`config.mk`:
```
export PLATFORM = sky130hd
export DESIGN_NAME = brick_drawer
export DESIGN_NICKNAME = d
export VERILOG_FILES = /design/src/rtl/brick_drawer.sv
export SDC_FILE = /design/constraint.sdc
export NUM_CORES = 1
export LEC_CHECK = 0
export CORE_AREA = 2 2 89 70
export CTS_CLUSTER_SIZE = 12
export DETAILED_ROUTE_END_ITERATION = 10
export DIE_AREA = 0 0 91 72
export PLACE_DENSITY = 0.78
export SYNTH_ARGS = -nofsm -noshare
export SYNTH_HDL_FRONTEND = slang
export SYNTH_SLANG_ARGS = --single-unit
export TNS_END_PERCENT = 30
```
`constraint.sdc`:
```
create_clock -name clock -period 3.2 [get_ports clock]
set_input_delay 0.8 -clock clock [delete_from_list [all_inputs] [get_ports clock]]
set_output_delay 0.8 -clock clock [all_outputs]
set_load 0.05 [all_outputs]
```
`src/rtl/brick_drawer.sv`:
```
// Frame scanner: reads each brick record from storage and rasterises it as a
// BRICK_W x BRICK_H rectangle onto the VGA plot interface, one pixel per cycle.
module brick_drawer #(
  parameter int NUM_BRICKS   = 60,
  parameter int BRICK_W      = 16,
  parameter int BRICK_H      = 4,
  parameter int READ_LATENCY = 2,
  parameter int SKIP_EMPTY   = 0
) (
  input  logic        clock,
  input  logic        resetn,
  input  logic        start,
  output logic [5:0]  brick_addr,
  output logic        brick_rd,
  input  logic [18:0] brick_data,
  output logic [7:0]  vga_x,
  output logic [6:0]  vga_y,
  output logic [2:0]  vga_colour,
  output logic        vga_plot,
  output logic        busy,
  output logic        done
);

  localparam int PX_W = (BRICK_W > 1) ? $clog2(BRICK_W) : 1;
  localparam int PY_W = (BRICK_H > 1) ? $clog2(BRICK_H) : 1;
  localparam int WC_W = (READ_LATENCY > 1) ? $clog2(READ_LATENCY) : 1;

  localparam logic [PX_W-1:0] PX_LAST   = PX_W'(BRICK_W - 1);
  localparam logic [PY_W-1:0] PY_LAST   = PY_W'(BRICK_H - 1);
  localparam logic [WC_W-1:0] WAIT_LAST = WC_W'(READ_LATENCY - 1);
  localparam logic [5:0]      IDX_LAST  = 6'(NUM_BRICKS - 1);

  typedef enum logic [2:0] {
    S_IDLE,
    S_REQ,
    S_WAIT,
    S_DRAW,
    S_DONE
  } state_t;

  state_t          r_state;
  state_t          w_state_nxt;

  logic [5:0]      r_index;
  logic [5:0]      w_index_nxt;
  logic [WC_W-1:0] r_wait;
  logic [WC_W-1:0] w_wait_nxt;
  logic [PX_W-1:0] r_px;
  logic [PX_W-1:0] w_px_nxt;
  logic [PY_W-1:0] r_py;
  logic [PY_W-1:0] w_py_nxt;

  logic [7:0]      r_bx;
  logic [6:0]      r_by;
  logic [2:0]      r_bc;
  logic            w_load;
  logic [7:0]      w_bx_src;
  logic [6:0]      w_by_src;
  logic [2:0]      w_bc_src;
  logic            w_last_brick;
  logic            w_empty;

  logic [5:0]      r_addr;
  logic            r_rd;
  logic [7:0]      r_vga_x;
  logic [6:0]      r_vga_y;
  logic [2:0]      r_vga_colour;
  logic            r_vga_plot;
  logic            r_busy;
  logic            r_done;

  logic [5:0]      w_addr_nxt;
  logic            w_rd_nxt;
  logic [7:0]      w_vga_x_nxt;
  logic [6:0]      w_vga_y_nxt;
  logic [2:0]      w_vga_colour_nxt;
  logic            w_vga_plot_nxt;
  logic            w_busy_nxt;
  logic            w_done_nxt;

  // Screen y is only 7 bits wide; the record's top y bit is never plotted.
  logic            w_unused_y_msb;
  assign w_unused_y_msb = brick_data[10];

  assign w_last_brick = (r_index == IDX_LAST);
  assign w_empty      = (SKIP_EMPTY != 0) && (brick_data[2:0] == 3'd0);

  always_ff @(posedge clock or negedge resetn) begin
    if (!resetn) begin
      r_state <= S_IDLE;
    end else begin
      r_state <= w_state_nxt;
    end
  end

  always_comb begin
    w_state_nxt = r_state;
    w_index_nxt = r_index;
    w_wait_nxt  = r_wait;
    w_px_nxt    = r_px;
    w_py_nxt    = r_py;
    w_load      = 1'b0;
    case (r_state)
      S_IDLE: begin
        if (start) begin
          w_state_nxt = S_REQ;
          w_index_nxt = '0;
        end
      end
      S_REQ: begin
        w_state_nxt = S_WAIT;
        w_wait_nxt  = '0;
      end
      S_WAIT: begin
        if (r_wait == WAIT_LAST) begin
          w_load   = 1'b1;
          w_px_nxt = '0;
          w_py_nxt = '0;
          if (w_empty) begin
            if (w_last_brick) begin
              w_state_nxt = S_DONE;
            end else begin
              w_state_nxt = S_REQ;
              w_index_nxt = r_index + 6'd1;
            end
          end else begin
            w_state_nxt = S_DRAW;
          end
        end else begin
          w_wait_nxt = r_wait + 1'b1;
        end
      end
      S_DRAW: begin
        // Row-major raster: px is the inner loop, py the outer.
        if (r_px == PX_LAST) begin
          w_px_nxt = '0;
          if (r_py == PY_LAST) begin
            w_py_nxt = '0;
            if (w_last_brick) begin
              w_state_nxt = S_DONE;
            end else begin
              w_state_nxt = S_REQ;
              w_index_nxt = r_index + 6'd1;
            end
          end else begin
            w_py_nxt = r_py + 1'b1;
          end
        end else begin
          w_px_nxt = r_px + 1'b1;
        end
      end
      S_DONE: begin
        w_state_nxt = S_IDLE;
      end
      default: begin
        w_state_nxt = S_IDLE;
      end
    endcase

    w_bx_src = w_load ? brick_data[18:11] : r_bx;
    w_by_src = w_load ? brick_data[9:3]   : r_by;
    w_bc_src = w_load ? brick_data[2:0]   : r_bc;

    // Outputs are registered from the next state so they line up with it.
    w_rd_nxt       = (w_state_nxt == S_REQ);
    w_addr_nxt     = ((w_state_nxt == S_REQ) || (w_state_nxt == S_WAIT)) ? w_index_nxt : 6'd0;
    w_busy_nxt     = (w_state_nxt != S_IDLE);
    w_done_nxt     = (w_state_nxt == S_DONE);
    w_vga_plot_nxt = (w_state_nxt == S_DRAW);

    w_vga_x_nxt      = r_vga_x;
    w_vga_y_nxt      = r_vga_y;
    w_vga_colour_nxt = r_vga_colour;
    if (w_vga_plot_nxt) begin
      w_vga_x_nxt      = w_bx_src + 8'(w_px_nxt);
      w_vga_y_nxt      = w_by_src + 7'(w_py_nxt);
      w_vga_colour_nxt = w_bc_src;
    end
  end

  always_ff @(posedge clock or negedge resetn) begin
    if (!resetn) begin
      r_index      <= '0;
      r_wait       <= '0;
      r_px         <= '0;
      r_py         <= '0;
      r_bx         <= '0;
      r_by         <= '0;
      r_bc         <= '0;
      r_addr       <= '0;
      r_rd         <= 1'b0;
      r_vga_x      <= '0;
      r_vga_y      <= '0;
      r_vga_colour <= '0;
      r_vga_plot   <= 1'b0;
      r_busy       <= 1'b0;
      r_done       <= 1'b0;
    end else begin
      r_index      <= w_index_nxt;
      r_wait       <= w_wait_nxt;
      r_px         <= w_px_nxt;
      r_py         <= w_py_nxt;
      r_bx         <= w_bx_src;
      r_by         <= w_by_src;
      r_bc         <= w_bc_src;
      r_addr       <= w_addr_nxt;
      r_rd         <= w_rd_nxt;
      r_vga_x      <= w_vga_x_nxt;
      r_vga_y      <= w_vga_y_nxt;
      r_vga_colour <= w_vga_colour_nxt;
      r_vga_plot   <= w_vga_plot_nxt;
      r_busy       <= w_busy_nxt;
      r_done       <= w_done_nxt;
    end
  end

  assign brick_addr = r_addr;
  assign brick_rd   = r_rd;
  assign vga_x      = r_vga_x;
  assign vga_y      = r_vga_y;
  assign vga_colour = r_vga_colour;
  assign vga_plot   = r_vga_plot;
  assign busy       = r_busy;
  assign done       = r_done;

endmodule

```
==> run metrics, run 1 <==
total CTS buffers 9; max-cap viol count 0; die span in x approximately 90 um; commonest non-fill, non-tap cell in the layout dfrtp_1; Synth Area in Simple Gates between 10% and 20%; Final setup viols 0; Async SR Flop Fraction 100.0%; Clock Skew roughly 0.0043 ns; synthesized flop and latch total 62; mux cell area share after synthesis roughly 10%; Mapped Area about 0.0029 mm^2; gr usage total between 15 and 20%; actual slew at the worst max-slew pin between 0.7 and 0.8 ns; Die Area roughly 0.0066 mm^2; die height 72 um; Iter 0 DRT Violations roughly 170; # rows 24; grt ovf 0; initial antenna violation count 0; RSZ-0062 raised after global routing no; CP Capture Type flip-flop; global-route wire length before repair between 9000 and 10000 um; Post-Syn Nets between 200 and 300; Detailed Routing Iterations Pass 1 4; # resized after CTS 0; max-slew violations 0; CP arrival about 3.1 ns; Sink Count 62; maximum fanout along the worst path 11; Syn. warnings 0; status finished clean; vias in the first global route 2099; vias per std cell about 5.3; drt wl/cell approximately 14 um; Area Growth Syn to Fin 23.70%; starting density of the core between 50% and 60%; IO Port Bufs 48; post-layout min period 2.887 ns; syn_area_per_cell 11.34 um^2; DRT Wirelength between 5000 and 6000 um; Final ANT Viol Nets 0; pwr dens just over 1000 mW/mm^2; register area share after synthesis between 50% and 60%; slew margin rel. between 40% and 50%; Post-CTS Hold Fix Bufs 0; XOR/XNOR Fraction of Synth Area under 10%; leakage power about 1.5 nW; Distinct cells, synth between 40 and 50; Startpoint Class flip-flop; Worst-Skew Late Latency ~0.34 ns; via count 2073; Worst-path clk slew about 0.060 ns; Final Cycle Share around 90%; final core utilization a little under two thirds; CORE AREA ~0.0056 mm^2; most frequent cells in the layout dfrtp_1, clkdlybuf4s50_1, nand2_1; # diodes 0; Synth Area in Compound Gates between 8 and 9%; TNS Setup 0 ns; worst vdd ir ~0.52 mV; critical path class flip-flop to flip-flop; worst min path class flip-flop to flip-flop; Final GP Congestion between 0.7 and 0.8; Synth Instances between 200 and 300; largest family of logic cells by synthesized area simple AND/OR/NAND/NOR gates; Remaining DRCs 0; final hold vios 0; FMAX about 0.35 GHz; CTS tree yes; Synth Area in Adders ~5.3%; Detail Placement HPWL about 3900 um; I/O pin cnt 50; # Post-CTS Setup Buffers 0; Post-synth EDFFs 0; Critical Path RT around 3.4 ns; root buf cell clkbuf_8; H-Tree Depth 3; share of cells above drive strength 1 14.06%; Final nets around 340; dominant register cell in the synthesized netlist dfrtp_1; CTS max path bufs 2; largest net degree at the start of global routing between 60 and 70
[metal layers]
metal	global-route usage (%)	routed length, um
met5	0	0
met4	8.754	106
met3	8.100	333
met2	29.79	2579
met1	24.01	2549
[power by group]
part           leakage (nW)  internal, mW  total (mW)  switching [mW]
Sequential            0.752          1.08        1.23           0.147
Combinational         0.696         0.756        1.86            1.10
Clock                0.0865         0.319       0.599           0.280
Total                  1.53          2.16        3.68            1.53
[critical path: stages (launching register included)]
cell      delay [ns]
dfrtp_1         0.46
and4bb_1        0.38
buf_4           0.22
mux2_2          0.40
fa_1            0.49
a211oi_1        0.34
nor3_1          0.12
xor2_1          0.15
mux2i_1         0.13
o21ai_0         0.08
[cell usage after synthesis, drive strengths merged, types with 2 or more instances]
library cell	instances	area share (%)
nor2b	2	0.43
o31ai	4	1.0
nor4	3	0.86
nor3b	2	0.52
a21oi	3	0.52
inv	5	0.65
nor3	9	1.6
fa	2	1.4
clkbuf	2	0.30
dfrtp	62	53
nand4	5	1.1
mux2	19	7.4
o21ai	20	3.6
and3	3	0.65
nand2	34	4.4
nor2	17	2.2
a211oi	4	1.0
buf	9	2.8
xnor2	8	2.4
a21o	3	0.78
nand3	4	0.69
xor2	6	1.8
ha	9	3.9
mux2i	8	2.8
[cell families after synthesis]
| family | count (synthesis) |
|---|---|
| simple gates | 87 |
| flops | 62 |
| buf+inv | 16 |
| xor+xnor | 14 |
| fa+ha+maj | 11 |
| mux | 27 |
| compound gates | 39 |
[layout make-up]
type,count,area [um^2]
timing repair buffer,53,513.0
sequential,62,1551
clock inverter,1,5.005
tap,78,97.59
clock buffer,14,162.7
multi-input combinational,178,1244
fill,485,2053
inverter,5,18.77
[sequential cells by signal, summed over array words and instances (netlist names)]
register / flops
r_state: 3
vga_plot: 1
vga_colour: 3
busy: 1
r_py: 2
vga_x: 8
brick_addr: 6
done: 1
r_by: 7
vga_y: 7
r_bx: 8
r_bc: 3
brick_rd: 1
r_wait: 1
r_px: 4
r_index: 6
[metrics by stage]
stage / power, mW / hold slack (ns) / cell area (um^2) / instances / setup slack (ns)
global route: 3.958 / 0.5044 / 3592 / 391 / 0.1836
CTS: 3.727 / 0.4781 / 3592 / 391 / 0.2916
global placement: 3.034 / 0.4601 / 3425 / 376 / 0.1861
finish: 3.684 / 0.4715 / 3592 / 391 / 0.3126
floorplan: 2.626 / 0.4680 / 2904 / 256 / 0.3038
detailed placement: 3.105 / 0.4631 / 3425 / 376 / 0.1652
[path summary, 6_finish.rpt]
check / startpoint / endpoint / slack, ns / cells after the start
max reg2reg: r_state[2]$_DFF_PN0_ / vga_x[6]$_DFFE_PN0P_ / 0.31 / 9
min: vga_x[1]$_DFFE_PN0P_ / vga_x[1]$_DFFE_PN0P_ / 0.47 / 2
min in group asynchronous: resetn / r_index[3]$_DFF_PN0_ / 0.61 / 2
min reg2reg: vga_x[1]$_DFFE_PN0P_ / vga_x[1]$_DFFE_PN0P_ / 0.47 / 2
max: r_state[2]$_DFF_PN0_ / vga_x[6]$_DFFE_PN0P_ / 0.31 / 9
max in group asynchronous: resetn / r_bx[4]$_DFF_PN0_ / 2.08 / 2
Note: power is estimated with default switching activity, not from simulation.
==> run 2: changes to the inputs <==
CORE_AREA = 2 2 87 68   (was 2 2 89 70)
CTS_BUF_LIST = sky130_fd_sc_hd__clkbuf_8   (was default)
DIE_AREA = 0 0 89 70   (was 0 0 91 72)
PLACE_DENSITY = 0.82   (was 0.78)
==> run 2 against run 1 <==
First-iteration DRC count decreased by 11%; sequential share of layout area decreased by 0.33 points; highest routed layer unchanged; sequential power about the same; critical path depth unchanged; non-clock buffer count unchanged; critical endpoint unchanged; die area decreased by 4.9%; clock skew increased by 0.0042 ns; clock power increased by 15%.
==> run metrics, run 2 (synthesis results as in run 1) <==
CORE AREA 0.005525 mm^2 (was 0.005645 mm^2); Worst-Skew Late Latency 0.34 ns (about the same); Final nets 342 (unchanged); Final GP Congestion 0.8290 (was 0.7482); CP arrival 3.02 ns (was 3.11 ns); RSZ-0062 raised after global routing no (unchanged); share of cells above drive strength 1 14.47% (was 14.06%); Worst-path clk slew 0.07 ns (was 0.06 ns); vias per std cell 5.206 (was 5.302); # resized after CTS 0 (unchanged); IO Port Bufs 48 (unchanged); final hold vios 0 (unchanged); Remaining DRCs 0 (unchanged); die height 70 um (was 72 um); gr usage total 20.37% (was 19.29%); P_sw 1.506 mW (was 1.526 mW); max-cap viol count 0 (unchanged); Reg2Reg Depth 9 (unchanged); largest net degree at the start of global routing 63 (unchanged); hold path depth 2 (unchanged); actual slew at the worst max-slew pin 0.7670 ns (was 0.7824 ns); Area Growth Syn to Fin 24.64% (was 23.70%); vias in the first global route 2069 (was 2099); I/O pin cnt 50 (unchanged); H-Tree Depth 3 (unchanged); switching portion of total power 40.13% (was 41.43%); Critical Path RT 3.41 ns (was 3.42 ns); Detailed Routing Iterations Pass 1 4 (unchanged); part of the power in registers 32.8% (was 33.4%); die span in x 89 um (was 91 um); max-slew violations 0 (unchanged); grt ovf 0 (unchanged); root buf cell clkbuf_8 (unchanged); Clock Skew 0.008506 ns (was 0.004277 ns); most frequent cells in the layout dfrtp_1, clkdlybuf4s50_1, nand2_1 (unchanged); combinational fraction of design power 48.9% (was 50.4%); Final setup viols 0 (unchanged); clock share of power 18.3% (was 16.3%); layout filler cell count 445 (was 485); Final Cycle Share 87.78% (was 90.23%); worst min path class flip-flop to flip-flop (unchanged); FMAX 0.3560 GHz (was 0.3463 GHz); CP Capture Type flip-flop (unchanged); maximum fanout along the worst path 11 (unchanged); status finished clean (unchanged); Internal 2.246 mW (was 2.158 mW); # rows 24 (unchanged); via count 2025 (was 2073); post-layout min period 2.809 ns (was 2.887 ns); RR Endpoint vga_x[6]$_DFFE_PN0P_ (unchanged); initial antenna violation count 0 (unchanged); global-route wire length before repair 9570 um (was 9708 um); Final ANT Viol Nets 0 (unchanged); Startpoint Class flip-flop (unchanged); CTS max path bufs 2 (unchanged); # Post-CTS Setup Buffers 0 (unchanged); Sink Count 62 (unchanged); commonest non-fill, non-tap cell in the layout dfrtp_1 (unchanged); worst r2r src r_state[2]$_DFF_PN0_ (unchanged); Total Power 3.752 mW (was 3.684 mW); DRT Wirelength 5531 um (was 5569 um); drt wl/cell 14.22 um (was 14.24 um); critical path class flip-flop to flip-flop (unchanged); Post-CTS Hold Fix Bufs 0 (unchanged); slew margin rel. 48.86% (was 47.70%); total CTS buffers 9 (unchanged); Hold Startpoint vga_y[5]$_DFFE_PN0P_ (was vga_x[1]$_DFFE_PN0P_); Die Area 0.006230 mm^2 (was 0.006552 mm^2); leakage power 1.548 nW (was 1.534 nW); CTS tree yes (unchanged); Detail Placement HPWL 3803 um (was 3930 um); Iter 0 DRT Violations 149 (was 167); starting density of the core 52.56% (was 51.44%); worst vdd ir 0.6824 mV (was 0.5156 mV); # diodes 0 (unchanged); hold worst-path end vga_y[5]$_DFFE_PN0P_ (was vga_x[1]$_DFFE_PN0P_); TNS Setup 0 ns (unchanged); pwr dens 1037 mW/mm^2 (was 1026 mW/mm^2); R2R setup slack 0.39 ns (was 0.31 ns)
[run 2: per-layer routing]
layer	track usage [%]	routed length, um	up-vias
li1	-	-	1004
met1	27.48	2572	961
met2	30.68	2607	52
met3	5.910	266	8
met4	8.789	85	0
met5	0	0	-
[run 2: power groups by stage]
stage	combinational [mW]	sequential (mW)	clock, mW
floorplan	0.993	1.63	0
global placement	1.80	1.23	0
detailed placement	1.84	1.25	0
CTS	1.85	1.23	0.707
global route	2.04	1.27	0.737
finish	1.84	1.23	0.687
[run 2: layout make-up]
| cell class | count | area [um^2] | share of cell area, % |
|---|---|---|---|
| sequential | 62 | 1551 | 42.86 |
| multi-input combinational | 178 | 1244 | 34.36 |
| timing repair buffer | 53 | 513.0 | 14.17 |
| clock buffer | 12 | 165.2 | 4.563 |
| tap | 78 | 97.59 | 2.696 |
| clock inverter | 1 | 30.03 | 0.8296 |
| inverter | 5 | 18.77 | 0.5185 |
[run 2: worst max-delay path, stage by stage, from the launching register on]
cell and delay (ns):
dfrtp_1 0.46, and4bb_1 0.37, buf_4 0.22, mux2_2 0.39, fa_1 0.48, a211oi_1 0.29, nor3_1 0.10, xor2_1 0.15
mux2i_1 0.13, o21ai_0 0.09
[run 2: worst max-delay path by stage]
stage,from,to,slack (ns)
final,r_state[2]$_DFF_PN0_,vga_x[6]$_DFFE_PN0P_,0.39
after global routing,r_state[2]$_DFF_PN0_,vga_x[6]$_DFFE_PN0P_,0.25
after CTS,r_state[2]$_DFF_PN0_,vga_x[6]$_DFFE_PN0P_,0.37
after detailed placement,brick_data[11],vga_x[6]$_DFFE_PN0P_,0.15
after global placement,brick_data[11],vga_x[6]$_DFFE_PN0P_,0.19
after floorplan,r_state[2]$_DFF_PN0_,vga_x[6]$_DFFE_PN0P_,0.30
[run 2: per-stage QoR]
step           setup slack, ns  util [%]  hold slack, ns  std cells  cell area, um^2
5_1_grt                 0.2458     65.51          0.5068        389             3620
3_5_place_dp            0.1469     61.98          0.4655        376             3425
4_1_cts                 0.3705     65.51          0.4795        389             3620
6_report                0.3909     65.51          0.4763        389             3620
3_3_place_gp            0.1887     61.98          0.4609        376             3425
2_1_floorplan           0.3038         -          0.4680        256             2904
